File: config.mk
export PLATFORM = sky130hd
export DESIGN_NAME = bcd_updown_counter
export DESIGN_NICKNAME = d
export VERILOG_FILES = /design/src/rtl/bcd_defs.sv /design/src/rtl/bcd_updown_digit.sv /design/src/rtl/bcd_updown_counter.sv
export SDC_FILE = /design/constraint.sdc
export NUM_CORES = 1
export LEC_CHECK = 0
export CAP_MARGIN = 5
export CORE_AREA = 2 2 62 64
export CTS_BUF_LIST = sky130_fd_sc_hd__clkbuf_8
export DETAILED_ROUTE_END_ITERATION = 10
export DIE_AREA = 0 0 64 66
export PLACE_DENSITY_LB_ADDON = 0.15
export SETUP_SLACK_MARGIN = 0.2
export SYNTH_ARGS = -nofsm -noshare
export SYNTH_HDL_FRONTEND = slang
export SYNTH_SLANG_ARGS = --single-unit
File: constraint.sdc
create_clock -name clk -period 1.8 [get_ports clk]
set_input_delay 0.45 -clock clk [delete_from_list [all_inputs] [get_ports clk]]
set_output_delay 0.45 -clock clk [all_outputs]
set_load 0.005 [all_outputs]
File: src/rtl/bcd_defs.sv
// Shared BCD constants for the up/down counter and its per-digit cells.
package bcd_defs;
  localparam int         BCD_DIGIT_W   = 4;
  localparam logic [3:0] BCD_MAX_DIGIT = 4'd9;
  localparam logic [3:0] BCD_MIN_DIGIT = 4'd0;
endpackage

File: src/rtl/bcd_updown_digit.sv
// One BCD digit cell: clamped load, increment/decrement with 9<->0 rollover,
// and a terminal flag used to build the carry/borrow chain.
module bcd_updown_digit
  import bcd_defs::*;
(
  input  logic                   clk,
  input  logic                   rst,
  input  logic                   step,
  input  logic                   up,
  input  logic                   load,
  input  logic [BCD_DIGIT_W-1:0] load_digit,
  output logic [BCD_DIGIT_W-1:0] digit,
  output logic                   term
);

  logic [BCD_DIGIT_W-1:0] digit_q, digit_d;

  always_comb begin
    digit_d = digit_q;
    if (load) begin
      digit_d = (load_digit > BCD_MAX_DIGIT) ? BCD_MAX_DIGIT : load_digit;
    end else if (step) begin
      if (up) digit_d = (digit_q == BCD_MAX_DIGIT) ? BCD_MIN_DIGIT : digit_q + 4'd1;
      else    digit_d = (digit_q == BCD_MIN_DIGIT) ? BCD_MAX_DIGIT : digit_q - 4'd1;
    end
  end

  always_ff @(posedge clk) begin
    if (!rst) digit_q <= BCD_MIN_DIGIT;
    else      digit_q <= digit_d;
  end

  assign digit = digit_q;
  assign term  = up ? (digit_q == BCD_MAX_DIGIT) : (digit_q == BCD_MIN_DIGIT);

endmodule

File: src/rtl/bcd_updown_counter.sv
// N-digit BCD up/down counter with load, wrap pulse, sticky ovf and eos.
// Optional tick prescaler is compiled in with `define TICK_PRESCALER_EN.
module bcd_updown_counter
  import bcd_defs::*;
#(
  parameter int          NDIGIT   = 4,
  parameter int unsigned TICK_MAX = 100
) (
  input  logic                          clk,
  input  logic                          rst,
  input  logic                          en,
  input  logic                          up,
  input  logic                          load,
  input  logic [BCD_DIGIT_W*NDIGIT-1:0] load_val,
  input  logic                          clear_ovf,
  output logic [BCD_DIGIT_W*NDIGIT-1:0] bcd,
  output logic                          eos,
  output logic                          wrap,
  output logic                          ovf
);

  if (NDIGIT < 1 || NDIGIT > 8) begin : g_bad_ndigit
    $error("bcd_updown_counter: NDIGIT must be 1..8");
  end
  if (TICK_MAX == 0) begin : g_bad_tick_max
    $error("bcd_updown_counter: TICK_MAX must be at least 1");
  end

  logic              tick;
  logic              step;
  logic [NDIGIT-1:0] term;
  logic [NDIGIT:0]   chain;
  logic              wrap_q, wrap_d;
  logic              ovf_q, ovf_d;

`ifdef TICK_PRESCALER_EN
  logic [31:0] pcnt_q, pcnt_d;

  // Free-running: load and en do not restart or hold the prescaler.
  assign tick = (pcnt_q == TICK_MAX - 32'd1);

  always_comb begin
    pcnt_d = tick ? 32'd0 : pcnt_q + 32'd1;
  end

  always_ff @(posedge clk) begin
    if (!rst) pcnt_q <= 32'd0;
    else      pcnt_q <= pcnt_d;
  end
`else
  assign tick = 1'b1;
`endif

  assign step = en & tick;

  // chain[k] is high when every digit below k is at its terminal value.
  always_comb begin
    chain    = '0;
    chain[0] = 1'b1;
    for (int i = 0; i < NDIGIT; i++) chain[i+1] = chain[i] & term[i];
  end

  for (genvar k = 0; k < NDIGIT; k++) begin : g_digit
    bcd_updown_digit u_digit (
      .clk        (clk),
      .rst        (rst),
      .step       (step & chain[k]),
      .up         (up),
      .load       (load),
      .load_digit (load_val[BCD_DIGIT_W*k +: BCD_DIGIT_W]),
      .digit      (bcd[BCD_DIGIT_W*k +: BCD_DIGIT_W]),
      .term       (term[k])
    );
  end

  always_comb begin
    wrap_d = step & chain[NDIGIT] & ~load;
    ovf_d  = wrap_d | (ovf_q & ~clear_ovf);
  end

  always_ff @(posedge clk) begin
    if (!rst) begin
      wrap_q <= 1'b0;
      ovf_q  <= 1'b0;
    end else begin
      wrap_q <= wrap_d;
      ovf_q  <= ovf_d;
    end
  end

  assign eos  = chain[NDIGIT];
  assign wrap = wrap_q;
  assign ovf  = ovf_q;

endmodule

==> out/results.ini <==
[timing]
drv_slew = 0
worstMarginPinSlew_ns = 0.421
fin_crit_sh_pct = 121
finalSetupViolations = 2
rsz0062_at_grt = true
skew_ns = 0.00122
finalHoldViolations = 0
final.min_clock_period_ns = 2.18
setup_ws_ns = -0.377
fmax_ghz = 0.459
whs_ns = 0.499
slew_headroom_pct = 71.7

[clock_network]
cts_buffers = 3
cts-root-buf = clkbuf_8
cts.htree.levels = 1
clk_pin_slew_ns = 0.07
clock_latency_ns = 0.26
clk_path_buf_depth = 2
cts_hold_buf = 0
cts_tree = done
cts.sinks = 18

[yosys]
yosysWarnings = 0
synth_edf_count = 0
syn_inst = 208
synth.ff_latch_count = 18
synthesis.nets = 230
syn_area_um2 = 1540
synthDistinctLibCells = 58
ys.flop_type = dfxtp_1
yosysSeqAreaShare_pct = 23.4
synthArstFlopShare_pct = 0
syn_avg_cell_area_um2 = 7.40

[final_layout]
n_fill_cell = 274
final_util_pct = 72.3
syn_to_final_growth_pct = 66.7
seqCellArea_um2 = 380
stdcell_count = 326
n_antenna_cell = 0
multiInputGateArea_um2 = 1170
stdcell_area_um2 = 2570
num-nets-final = 302
drive_gt1_share_pct = 35.6

[drt]
drtAntennaViolNets = 0
vias = 1827
dr.pass1.iters = 4
drt_iter0_drc = 106
avgViaCountPerCell = 5.60
wl_per_cell_um = 15.3
drc = 0
routed_wl_um = 4970

[die]
start_util_pct = 43.3
fp.dieW_um = 64
core_area_um2 = 3550
io_pins = 41
rows = 22
dieHeight_um = 66
dieArea_um2 = 4220

[worst_setup_path]
cp_max_fo = 2
crit_arrival_ns = 1.73
start_kind = register
end_kind = primary output
max_stage_delay_ns = 0.52
required_ns = 1.35
worst-path-buf-inv = 1
worst-setup-path-type = register to primary output
slowest_stage = or4_4
cp_top_family = simple AND/OR/NAND/NOR gates
cp_cell_sequence = or4_4 -> o22ai_4 -> o211ai_1 -> nor4_1 -> buf_2

[worst_hold_path]
hold_path.class = register to register

[power_and_ir_drop]
power_density_nw_per_um2 = 504
total_power_mw = 1.29
leakage_nw = 1.12
ir_drop_uv = 372

[placed_design]
place_area_um2 = 2180
io_buffer_count = 40
dp_hpwl_um = 2990
globalplace.congestion = 0.834
place_inst = 310

[outcome]
outcome = finished with violations
violations = negative setup slack

[global_route]
gr-usage-met2_pct = 37.9
grt_most_used_layer = met2
antenna_found_initial = 0
grt_usage_pct = 21.6
met1_usage_pct = 27.1
grt_pass1_wl_um = 7270
grt_max_degree = 21
met3_usage_pct = 3.07
grt_pass1_vias = 1628
overflow = 0

[job]
cap_violations = 0

final cells by class:
| class | instances | share of cell area, % |
|---|---|---|
| clock buffer | 3 | 1.61 |
| inverter | 15 | 2.19 |
| multi-input combinational | 156 | 45.8 |
| sequential | 18 | 14.8 |
| tap | 48 | 2.34 |
| timing repair buffer | 86 | 33.3 |
state kept, by name, summed over array words and instances (netlist names):
| register | count |
|---|---|
| wrap | 1 |
| g_digit.u_digit.digit | 16 |
| ovf | 1 |
metrics by stage:
stage | TNS (ns) | setup WS (ns)
after CTS | -0.424 | -0.365
after global placement | -8.93 | -1.04
after global routing | -0.686 | -0.503
after floorplan | -0.0942 | -0.0942
final | -0.441 | -0.377
after detailed placement | -9.39 | -1.05
cell usage after synthesis, types with 2 or more instances:
| library cell | n | area share, % |
|---|---|---|
| or4_1 | 2 | 0.98 |
| nand4_1 | 2 | 0.81 |
| o21ai_0 | 21 | 6.8 |
| nor3_1 | 6 | 2.0 |
| buf_4 | 3 | 1.5 |
| a21oi_1 | 9 | 2.9 |
| dfxtp_1 | 18 | 23 |
| and2_1 | 4 | 1.6 |
| nand2_1 | 14 | 3.4 |
| and3_1 | 6 | 2.4 |
| o311a_1 | 5 | 3.3 |
| o31ai_1 | 2 | 0.98 |
| o22ai_1 | 2 | 0.81 |
| xnor2_1 | 5 | 2.8 |
| o31a_1 | 2 | 1.1 |
| nor2_1 | 15 | 3.7 |
| inv_1 | 15 | 3.7 |
| o211a_1 | 3 | 2.0 |
| buf_2 | 7 | 2.3 |
| nand3_1 | 5 | 1.6 |
| clkbuf_1 | 7 | 1.7 |
| nand3b_1 | 6 | 2.9 |
| xor2_1 | 3 | 1.7 |
| o21a_1 | 3 | 1.5 |
| a31oi_1 | 2 | 0.81 |
| nor4_1 | 5 | 2.0 |
| or2_2 | 2 | 0.81 |
| nand2b_1 | 3 | 1.2 |
| o211ai_1 | 2 | 0.98 |
cell usage in the layout (no fill, tap or decap), types with 4 or more instances in the layout:
cell,instances
o21ai_0,17
and2_1,4
buf_6,18
nand2_1,14
nand3b_1,6
dfxtp_1,4
o311a_1,5
and3_1,4
buf_4,23
a21oi_1,8
dlygate4sd2_1,14
nor3_1,4
dfxtp_2,13
nor2_1,12
nand3_1,5
clkdlybuf4s50_1,21
inv_1,15
worst paths after layout:
kind                                               endpoint  slack (ns)                   startpoint  cells after the start
worst min-delay path                                    ovf        0.50                          ovf                      1
worst max register to register  g_digit[3].u_digit.digit[0]       -0.06  g_digit[0].u_digit.digit[3]                      7
worst min register to register                          ovf        0.50                          ovf                      1
worst max-delay path                                    eos       -0.38  g_digit[0].u_digit.digit[3]                      5
per-layer routing:
metal | vias up | part of all wire (%)
met5 | - | 0
met4 | 0 | 2.2
met3 | 10 | 3.8
met2 | 54 | 53
met1 | 858 | 41
li1 | 905 | -
timing repair:
item	CTS	global route
setup buffers	8	4
cloned	0	1
pin swaps	12	10
setup endpoints to repair	34	20
hold endpoints to repair	0	0
resized for setup	67	28
kinds of logic after synthesis:
logic type / Yosys count / share of synthesized area, %
simple gates: 81 / 31.1
compound gates: 65 / 29.5
buf+inv: 34 / 10.1
flops: 18 / 23.4
xor+xnor: 8 / 4.55
mux: 2 / 1.38
where the power goes:
part | leakage, nW | switching [mW] | internal, mW
Sequential | 0.153 | 0.0236 | 0.427
Combinational | 0.945 | 0.256 | 0.300
Clock | 0.0216 | 0.137 | 0.149
Power figures use the tool's default switching activity.
